### src/rtl/synapse_config_loader.sv
`default_nettype none
// ============================================================================
// synapse_config_loader: FIFO-fed sequencer that shifts config words into the
// synapse daisy-chain. Optional macro CFG_READBACK_EN adds chain-tail readback.
// Revision: 1.0
// ============================================================================
module synapse_config_loader #(
  parameter int WORD_LENGTH = 16,
  parameter int FIFO_DEPTH  = 8,
  parameter int CLK_DIV     = 2,
  parameter int CNT_W       = 10,
  parameter int TIMEOUT     = 255
) (
  input  logic                   clk,
  input  logic                   reset,
  input  logic                   wr_valid_i,
  output logic                   wr_ready_o,
  input  logic [WORD_LENGTH-1:0] wr_data_i,
  input  logic                   start_i,
  input  logic [CNT_W-1:0]       num_words_i,
  output logic                   busy_o,
  output logic                   done_o,
  output logic                   underrun_o,
  output logic                   cfg_clk_o,
  output logic [WORD_LENGTH-1:0] cfg_data_o
`ifdef CFG_READBACK_EN
  ,
  input  logic [WORD_LENGTH-1:0] cfg_ret_i,
  output logic                   rb_valid_o,
  output logic [WORD_LENGTH-1:0] rb_data_o
`endif
);

  localparam int AW    = $clog2(FIFO_DEPTH);
  localparam int PW    = AW + 1;
  localparam int DIV_W = (CLK_DIV > 1) ? $clog2(CLK_DIV) : 1;
  localparam int TW    = $clog2(TIMEOUT + 1);

  typedef enum logic [2:0] {
    S_IDLE = 3'd0,
    S_LOW  = 3'd1,
    S_HIGH = 3'd2,
    S_WAIT = 3'd3,
    S_DONE = 3'd4
  } state_e;

  // FIFO storage and pointers (extra MSB distinguishes full from empty)
  logic [WORD_LENGTH-1:0] mem_q [FIFO_DEPTH];
  logic [PW-1:0]          wr_ptr_q, rd_ptr_q;
  logic                   fifo_empty, fifo_full, push, pop;
  logic [WORD_LENGTH-1:0] fifo_head;

  state_e                 state_q, state_d;
  logic [DIV_W-1:0]       div_q, div_d;
  logic [TW-1:0]          stall_q, stall_d;
  logic [CNT_W-1:0]       rem_q, rem_d;
  logic                   underrun_q, underrun_d;
  logic [WORD_LENGTH-1:0] cfg_data_q, cfg_data_d;
  logic                   cfg_clk_q, busy_q, done_q;
  logic                   div_last;

  assign fifo_empty = (wr_ptr_q == rd_ptr_q);
  assign fifo_full  = (wr_ptr_q[AW] != rd_ptr_q[AW]) &&
                      (wr_ptr_q[AW-1:0] == rd_ptr_q[AW-1:0]);
  assign push       = wr_valid_i && !fifo_full;
  assign fifo_head  = mem_q[rd_ptr_q[AW-1:0]];
  assign div_last   = (div_q == DIV_W'(CLK_DIV - 1));

  always_ff @(posedge clk) begin
    if (push) begin
      mem_q[wr_ptr_q[AW-1:0]] <= wr_data_i;
    end
  end

  always_ff @(posedge clk) begin
    if (reset) begin
      wr_ptr_q <= '0;
      rd_ptr_q <= '0;
    end else begin
      if (push) wr_ptr_q <= wr_ptr_q + PW'(1);
      if (pop)  rd_ptr_q <= rd_ptr_q + PW'(1);
    end
  end

  always_comb begin
    state_d    = state_q;
    div_d      = div_q;
    stall_d    = stall_q;
    rem_d      = rem_q;
    underrun_d = underrun_q;
    cfg_data_d = cfg_data_q;
    pop        = 1'b0;
    case (state_q)
      S_IDLE: begin
        if (start_i) begin
          underrun_d = 1'b0;
          if (num_words_i == '0) begin
            state_d = S_DONE;
          end else begin
            rem_d   = num_words_i;
            div_d   = '0;
            stall_d = '0;
            if (!fifo_empty) begin
              pop        = 1'b1;
              cfg_data_d = fifo_head;
              state_d    = S_LOW;
            end else begin
              state_d = S_WAIT;
            end
          end
        end
      end
      S_LOW: begin
        if (div_last) begin
          div_d   = '0;
          state_d = S_HIGH;
        end else begin
          div_d = div_q + DIV_W'(1);
        end
      end
      S_HIGH: begin
        if (div_last) begin
          div_d   = '0;
          stall_d = '0;
          rem_d   = rem_q - CNT_W'(1);
          if (rem_q == CNT_W'(1)) begin
            state_d = S_DONE;
          end else if (!fifo_empty) begin
            pop        = 1'b1;
            cfg_data_d = fifo_head;
            state_d    = S_LOW;
          end else begin
            state_d = S_WAIT;
          end
        end else begin
          div_d = div_q + DIV_W'(1);
        end
      end
      S_WAIT: begin
        // A late word wins over a timeout expiring in the same cycle
        if (!fifo_empty) begin
          pop        = 1'b1;
          cfg_data_d = fifo_head;
          stall_d    = '0;
          state_d    = S_LOW;
        end else if (stall_q == TW'(TIMEOUT - 1)) begin
          underrun_d = 1'b1;
          state_d    = S_DONE;
        end else begin
          stall_d = stall_q + TW'(1);
        end
      end
      S_DONE:  state_d = S_IDLE;
      default: state_d = S_IDLE;
    endcase
  end

  // Outputs are registered from next-state so cfg_clk is a clean flop output
  always_ff @(posedge clk) begin
    if (reset) begin
      state_q    <= S_IDLE;
      div_q      <= '0;
      stall_q    <= '0;
      rem_q      <= '0;
      underrun_q <= 1'b0;
      cfg_data_q <= '0;
      cfg_clk_q  <= 1'b0;
      busy_q     <= 1'b0;
      done_q     <= 1'b0;
    end else begin
      state_q    <= state_d;
      div_q      <= div_d;
      stall_q    <= stall_d;
      rem_q      <= rem_d;
      underrun_q <= underrun_d;
      cfg_data_q <= cfg_data_d;
      cfg_clk_q  <= (state_d == S_HIGH);
      busy_q     <= (state_d != S_IDLE);
      done_q     <= (state_d == S_DONE);
    end
  end

  assign wr_ready_o = !fifo_full;
  assign busy_o     = busy_q;
  assign done_o     = done_q;
  assign underrun_o = underrun_q;
  assign cfg_clk_o  = cfg_clk_q;
  assign cfg_data_o = cfg_data_q;

`ifdef CFG_READBACK_EN
  logic                   rb_valid_q;
  logic [WORD_LENGTH-1:0] rb_data_q;

  always_ff @(posedge clk) begin
    if (reset) begin
      rb_valid_q <= 1'b0;
      rb_data_q  <= '0;
    end else begin
      rb_valid_q <= (state_q == S_LOW) && div_last;
      if ((state_q == S_LOW) && div_last) begin
        rb_data_q <= cfg_ret_i;
      end
    end
  end

  assign rb_valid_o = rb_valid_q;
  assign rb_data_o  = rb_data_q;
`endif

endmodule
`default_nettype wire
### config.mk
export PLATFORM = sky130hd
export DESIGN_NAME = synapse_config_loader
export DESIGN_NICKNAME = d
export VERILOG_FILES = /design/src/rtl/synapse_config_loader.sv
export SDC_FILE = /design/constraint.sdc
export NUM_CORES = 1
export LEC_CHECK = 0
export CORE_ASPECT_RATIO = 1.5
export CORE_MARGIN = 1.5
export CORE_UTILIZATION = 35
export CTS_CLUSTER_DIAMETER = 200
export DETAILED_ROUTE_END_ITERATION = 8
export MAX_ROUTING_LAYER = met4
export PLACE_DENSITY = 0.52
export SLEW_MARGIN = 0
export SYNTH_ARGS = -nofsm -noshare
export SYNTH_HDL_FRONTEND = slang
export SYNTH_SLANG_ARGS = --single-unit
### constraint.sdc
create_clock -name clk -period 6.94 [get_ports clk]
set_clock_uncertainty 0.15 [all_clocks]
set_input_delay 2.082 -clock clk [delete_from_list [all_inputs] [get_ports clk]]
set_output_delay 2.082 -clock clk [all_outputs]
set_load 0.02 [all_outputs]
==> impl_metrics.toml, run 1 <==
[run_status]
outcome = "completed"

[timing]
setup_viol = 0
maxSlewViolCount = 0
tns_ns = 0
min_period_over_period = 0.6314
period_minus_slack_ns = 4.382
worst_hold_slack_ns = 0.3262
rsz0062_at_grt = "false"
fmax_mhz = 228.2
hold_violations = 0
tightest_slew_ns = 0.9585
relSlewSlack = 0.3602

[place]
dpl_cell_area_um2 = 8284
port_buffers = 50
place.gp.congestion = 0.7766
hpwlAfterDp_um = 10050

[global_routing]
antenna_found_initial = 0
grt_pass1_vias = 4773
gr-total-overflow = 0
grt_start_max_net_pins = 51
grt_pass1_wl_um = 25920
track_usage = 0.1610

[pwr]
powerDensity_nw_per_um2 = 343.6
power_uw = 3036
p_leak_uw = 0.002801
peakVddDrop_uv = 195.7

[critical_path]
crit_path_start_kind = "input port"
worstSetupStartpoint = "num_words_i[0]"
r2r_end = "cfg_data_o[15]"
regToRegSetupSlack_ns = 4.33
crit_type = "input port to flop"
r2r_cells = 4
worstPathArrival_ns = 4.61
critPathMaxFanout = 17
required_ns = 7.17
crit_path_end_kind = "flop"

[finish]
final_common_cell = "edfxtp_1"
fin_area_um2 = 8833
layout_common_cells = "128 x edfxtp_1, 63 x a21oi_1, 52 x dfxtp_1"
nNetsFinal = 628
drive_gt1_frac = 0.1405
syn2layout_area_growth_pct = 17.65
fill_cells = 1920
diodes = 0

[route]
num_vias = 4603
ant_nets = 0
drt_wl_total_um = 16280
viasPerCell = 5.273
wl_per_cell_um = 18.65
drcViolationCount = 0
first_iter_violations = 240
firstDrtPassIters = 4

[clock_tree]
cts_hold_buf = 0
clkSlewWorstSetupHoldPaths_ns = 0.07
root_buffer = "clkbuf_16"
clockBufferDepth = 2
cts_setup_buffers = 0
cts_tree = "built"
cts_resized = 0
clkSinkCount = 181
clk_latency_ns = 0.43
htree_levels = 4
cts_buffers = 17

[floorplanning]
core_area_um2 = 21060
die_w_um = 122.6
design.die.area_um2 = 22360
chipHeight_um = 182.4
start_util = 0.3565
rows = 65
io_pins = 51

[synthesis]
synth.distinct_cells = 58
async_reset_ff_frac = 0
syn-num-nets = 580
synth-seq-cells = 181
syn_area_um2 = 7508
postSynthCellCount = 544
synth_edf_count = 128
avgSynthCellArea_um2 = 13.80
synth_warnings = 0
ys_seq_area_frac = 0.6532
synth-main-ff-cell = "edfxtp_1"

[worst_hold_path]
worstHoldEndpoint = "rem_q[9]"
hold_class = "flop to flop"
worstHoldPathCells = 2
min_from = "rem_q[9]"

[job]
maxCapViolations = 0
==> critical path, stage by stage <==
cell and delay, ns:
clkdlybuf4s50_1 0.44, nor4_1 0.60, nand3_1 0.25, a41oi_2 0.66, o21bai_1 0.28, o21ba_2 0.29
==> power breakdown <==
group          switching (uW)  internal [uW]  total (uW)
Combinational             471            344         815
Sequential               83.5           1250        1330
Clock                     398            489         887
==> area by class of cell <==
type                       count  area, um2  share of cell area
clock buffer                  18      429.2             0.04858
clock inverter                14      112.6             0.01275
inverter                      12      45.04            0.005099
multi-input combinational    318       2420              0.2739
sequential                   181       4906              0.5554
tap                          268      335.3             0.03796
timing repair buffer          62      585.6             0.06629
==> synthesized netlist by cell type (4+ instances only) <==
master	number	area share
dfxtp_1	53	0.14
or4_1	5	0.0050
o22ai_1	17	0.014
a21oi_1	63	0.042
edfxtp_1	128	0.51
ha_1	6	0.010
mux4_2	16	0.048
inv_1	12	0.0060
mux2i_1	34	0.045
clkbuf_1	19	0.0095
or2_2	4	0.0033
nand2b_1	9	0.0075
or3_1	5	0.0042
nand2_1	20	0.010
o21ai_0	18	0.012
a211oi_1	7	0.0070
buf_2	8	0.0053
a211oi_2	10	0.017
o31ai_1	7	0.0070
nand4_1	5	0.0042
nor2_1	26	0.013
nand3_1	8	0.0053
nor3_1	7	0.0047
==> sequential cells by signal (all words and copies together) (netlist names), 3 cells and up, named ones only <==
name	cells
mem_q	128
state_q	3
stall_q	8
rd_ptr_q	4
wr_ptr_q	4
cfg_data_o	16
rem_q	10
==> worst max path at each step <==
stage               cells after the start  slack [ns]          end
floorplan                               4        2.58  mem_q[0][0]
global placement                        6        1.74   stall_q[5]
detailed placement                      6        1.63   stall_q[5]
CTS                                     6        2.11   stall_q[5]
global route                            6        2.28   stall_q[5]
finish                                  6        2.56   stall_q[5]
==> metrics by stage <==
stage | cells | util | setup WS, ns
2_1_floorplan | 544 | - | 2.583
3_3_place_gp | 841 | 0.3933 | 1.743
3_5_place_dp | 841 | 0.3933 | 1.632
4_1_cts | 873 | 0.4190 | 2.107
5_1_grt | 873 | 0.4194 | 2.282
6_report | 873 | 0.4194 | 2.558
==> kinds of logic after synthesis <==
group                    share of synthesized area
multiplexers                               0.09482
XOR/XNOR                                  0.007000
buffers and inverters                      0.02683
flip-flops                                  0.6532
AND/OR/NAND/NOR                            0.07815
adder cells (fa/ha/maj)                   0.009998
AO/OA/AOI/OAI                               0.1300
==> per-layer routing <==
metal  vias up  share of wire  global-route usage
met3        17          0.026             0.03250
met5         -              0                   -
met1      2299           0.42              0.1822
li1       2211              -                   -
met2        76           0.53              0.2737
met4         0          0.018             0.06884
Note: power is estimated with default switching activity, not from simulation.
==> run 2: changes to the inputs <==
Clock period 6.94 ns to 4.2 ns, I/O delays scaled along.
==> impl_metrics.toml, run 2 (synthesized netlist as in run 1, its figures left out) <==
[run_status]
outcome = "completed"

[clock_tree]
clkSinkCount = 181
clkSlewWorstSetupHoldPaths_ns = 0.07
clockBufferDepth = 2
cts_tree = "built"
cts_buffers = 17
cts_resized = 0
cts_setup_buffers = 0
cts_hold_buf = 0
root_buffer = "clkbuf_16"
clk_latency_ns = 0.42
htree_levels = 4

[pwr]
sw_frac_of_total = 0.3161
switchingPower_uw = 1602
p_int_uw = 3465
p_comb_frac = 0.271
peakVddDrop_uv = 319.2
powerDensity_nw_per_um2 = 570.6
power_uw = 5067
p_leak_uw = 0.002839
p_clk_frac = 0.294
seq_power_share = 0.435

[route]
viasPerCell = 5.384
drt_wl_total_um = 16630
ant_nets = 0
num_vias = 4722
wl_per_cell_um = 18.97
first_iter_violations = 335
drcViolationCount = 0
firstDrtPassIters = 4

[finish]
diodes = 0
drive_gt1_frac = 0.1478
nNetsFinal = 632
final_util = 0.4216
final_common_cell = "edfxtp_1"
largest_reg_flops = 128
layout_common_cells = "128 x edfxtp_1, 63 x a21oi_1, 52 x dfxtp_1"
syn2layout_area_growth_pct = 18.28
fill_cells = 1899

[critical_path]
crit_family = "buffers and inverters"
required_ns = 2.79
crit_path_end_kind = "output pin"
crit_path_start_kind = "flop"
worstReg2RegStart = "rem_q[1]"
path_cells = "xnor2_1, nand4_1, clkdlybuf4s50_1"
worstPathArrival_ns = 1.87
cpPeakStageDelay_ns = 0.56
path_buf_inv = 1
critPathMaxFanout = 8
r2r_cells = 7
r2r_end = "cfg_data_o[3]"
worstSetupStartpoint = "wr_ptr_q[2]"
crit_type = "flop to output pin"
cpMaxStageDelayCell = "clkdlybuf4s50_1"
regToRegSetupSlack_ns = 1.66
worstSetupPathDepth = 3

[timing]
fmax_mhz = 304.7
tns_ns = 0
rsz0062_at_grt = "false"
maxSlewViolCount = 0
relSlewSlack = 0.3963
setup_viol = 0
hold_violations = 0
tightest_slew_ns = 0.9055
period_minus_slack_ns = 3.282
min_period_over_period = 0.7815

[global_routing]
grt_pass1_wl_um = 26160
gr-total-overflow = 0
grt_start_max_net_pins = 49
antenna_found_initial = 0
grt_pass1_vias = 4796
track_usage = 0.1625

[floorplanning]
chipHeight_um = 182.4
rows = 65
die_w_um = 122.6
start_util = 0.3565
design.die.area_um2 = 22360
io_pins = 51
core_area_um2 = 21060

[worst_hold_path]
hold_class = "flop to flop"
min_from = "rem_q[9]"
worstHoldEndpoint = "rem_q[9]"
worstHoldPathCells = 2

[place]
port_buffers = 50
place.gp.congestion = 0.8079
hpwlAfterDp_um = 10780

[job]
maxCapViolations = 0
[run 2: cell count changes in the layout (fill, tap and decap cells not counted)]
cell / before / now
clkbuf_1: 1 / 0
clkinv_1: 3 / 2
clkinvlp_4: 4 / 2
buf_12: 0 / 1
clkinv_4: 2 / 3
buf_4: 12 / 15
a41oi_2: 1 / 0
a41oi_1: 2 / 3
inv_6: 1 / 4
[run 2: layout make-up]
type	instances	area, um2	share of cell area
sequential	181	4906	0.5524
timing repair buffer	66	628.1	0.07072
clock inverter	15	128.9	0.01451
tap	268	335.3	0.03776
inverter	12	45.04	0.005072
multi-input combinational	318	2412	0.2716
clock buffer	17	425.4	0.04790
[run 2: worst max-delay path by stage]
stage,end,slack (ns)
6_report,wr_ready_o,0.92
5_1_grt,rem_q[0],0.78
4_1_cts,wr_ready_o,0.88
3_5_place_dp,rem_q[0],0.48
3_3_place_gp,rem_q[0],0.55
2_1_floorplan,mem_q[0][0],0.66
[run 2: per-stage QoR]
stage               hold slack (ns)  instance area (um2)  instances  setup slack [ns]
floorplan                    0.2987                 7508        544            0.6648
global placement             0.3090                 8327        845            0.5466
detailed placement           0.3241                 8327        845            0.4844
CTS                          0.3338                 8881        877            0.8785
global route                 0.3656                 8881        877            0.7813
finish                       0.3307                 8881        877            0.9177
[run 2: layer usage]
metal	track usage	wire length (um)	up-vias
met1	0.1810	6809	2357
li1	-	-	2225
met5	-	0	-
met2	0.2789	8926	112
met3	0.02875	455	28
met4	0.07721	441	0
[run 2: power groups by stage]
| stage | clock, uW | sequential [uW] | combinational [uW] |
|---|---|---|---|
| 3_5_place_dp | 0 | 2240 | 1380 |
| 3_3_place_gp | 0 | 2240 | 1350 |
| 4_1_cts | 1530 | 2210 | 1390 |
| 6_report | 1490 | 2210 | 1370 |
| 2_1_floorplan | 0 | 2270 | 929 |
| 5_1_grt | 1600 | 2230 | 1500 |
[run 2: worst reg2reg max path: stages (launching register included)]
cell      delay (ns)
dfxtp_1         0.33
inv_1           0.09
ha_1            0.15
or4b_1          0.42
or3_4           0.39
a211oi_4        0.44
nor2_4          0.20
a211oi_1        0.27
==> run 3: changes to the inputs <==
Clock period 4.2 ns to 3.3 ns, I/O delays scaled along.
==> impl_metrics.toml, run 3 (synthesized netlist as in run 1, its figures left out) <==
[run_status]
outcome = "completed"

[clock_tree]
cts_buffers = 17
clk_latency_ns = 0.43
clkSinkCount = 181
cts_setup_buffers = 0
cts_resized = 0
clkSlewWorstSetupHoldPaths_ns = 0.07
cts_tree = "built"
htree_levels = 4
clockBufferDepth = 2
root_buffer = "clkbuf_16"
cts_hold_buf = 0

[critical_path]
path_cells = "xnor2_1, nand4_1, clkdlybuf4s50_1"
required_ns = 2.16
cpMaxStageDelayCell = "clkdlybuf4s50_1"
cpPeakStageDelay_ns = 0.56
worstPathArrival_ns = 1.88
crit_path_end_kind = "output pin"
crit_type = "flop to output pin"
crit_path_start_kind = "flop"
critPathMaxFanout = 8

[finish]
layout_common_cells = "128 x edfxtp_1, 63 x a21oi_1, 52 x dfxtp_1"
largest_reg_flops = 128
diodes = 0
syn2layout_area_growth_pct = 20.40
drive_gt1_frac = 0.1591
fin_area_um2 = 9040
nNetsFinal = 639
multi_input_area_um2 = 2412
fill_cells = 1891
instances_no_fill = 884
regArea_um2 = 4906
final_common_cell = "edfxtp_1"

[route]
firstDrtPassIters = 5
first_iter_violations = 238
num_vias = 4689
drt_wl_total_um = 16450
viasPerCell = 5.304
ant_nets = 0
wl_per_cell_um = 18.61
drcViolationCount = 0

[floorplanning]
start_util = 0.3565
core_area_um2 = 21060
die_w_um = 122.6
io_pins = 51
rows = 65
chipHeight_um = 182.4
design.die.area_um2 = 22360

[global_routing]
grt_start_max_net_pins = 49
grt_pass1_vias = 4769
track_usage = 0.1615
grt_pass1_wl_um = 26110
grt_busiest_layer = "met2"
antenna_found_initial = 0
use_met2 = 0.2863
gr-total-overflow = 0
use_met3 = 0.03688
use_met1 = 0.1735

[job]
maxCapViolations = 0

[timing]
worst_hold_slack_ns = 0.3301
rsz0062_at_grt = "false"
setup_viol = 0
relSlewSlack = 0.3775
period_minus_slack_ns = 3.022
min_period_over_period = 0.9157
hold_violations = 0
fmax_mhz = 330.9
maxSlewViolCount = 0
tightest_slew_ns = 0.9337
tns_ns = 0

[place]
hpwlAfterDp_um = 10720
dpl_cell_area_um2 = 8442
place.gp.congestion = 0.8107
port_buffers = 50
dp_cells = 852

[pwr]
p_comb_frac = 0.271
p_int_uw = 4554
seq_power_share = 0.423
peakVddDrop_uv = 438.7
p_leak_uw = 0.002906
p_clk_frac = 0.306
sw_frac_of_total = 0.3143
powerDensity_nw_per_um2 = 734.7
switchingPower_uw = 2088

[worst_hold_path]
hold_class = "flop to flop"
-- run 3: path summary, 6_finish.rpt --
kind / from / to / slack, ns / depth (start not counted)
setup / recovery: wr_ptr_q[2] / wr_ready_o / 0.28 / 3
hold / removal: rem_q[9] / rem_q[9] / 0.33 / 2
setup reg to reg: rem_q[1] / cfg_data_o[5] / 0.78 / 7
hold reg to reg: rem_q[9] / rem_q[9] / 0.33 / 2
-- run 3: power groups by stage --
stage	logic, uW	registers (uW)	clock network [uW]
after global placement	1780	2850	0
after CTS	1820	2810	2090
after detailed placement	1810	2860	0
final	1800	2810	2040
after global routing	1970	2830	2180
after floorplan	1180	2890	0
-- run 3: worst max-delay path: cells and delay by family (launching register included) --
family	cells	cell delay, ns
buf+inv	1	0.56
flops	1	0.52
xor+xnor	1	0.22
simple gates	1	0.15
-- run 3: area by class of cell --
class / count / area share
Sequential cell: 181 / 0.5427
Inverter: 12 / 0.004983
Timing Repair Buffer: 73 / 0.08221
Clock inverter: 14 / 0.01869
Clock buffer: 18 / 0.04747
Multi-Input combinational cell: 318 / 0.2669
Tap cell: 268 / 0.03709
-- run 3: per-stage QoR --
stage	setup slack, ns	total power, uW	utilization
6_report	0.2783	6641	0.4292
5_1_grt	0.1845	6987	0.4292
4_1_cts	0.2350	6717	0.4292
3_5_place_dp	-0.03461	4671	0.4008
3_3_place_gp	-0.02299	4637	0.4008
2_1_floorplan	0.03481	4070	-
-- run 3: metal layers --
metal | vias up | routed length [um] | share of wire
met2 | 99 | 9003 | 0.55
met5 | - | 0 | 0
met3 | 28 | 544 | 0.033
met1 | 2325 | 6479 | 0.39
li1 | 2237 | - | -
met4 | 0 | 425 | 0.026
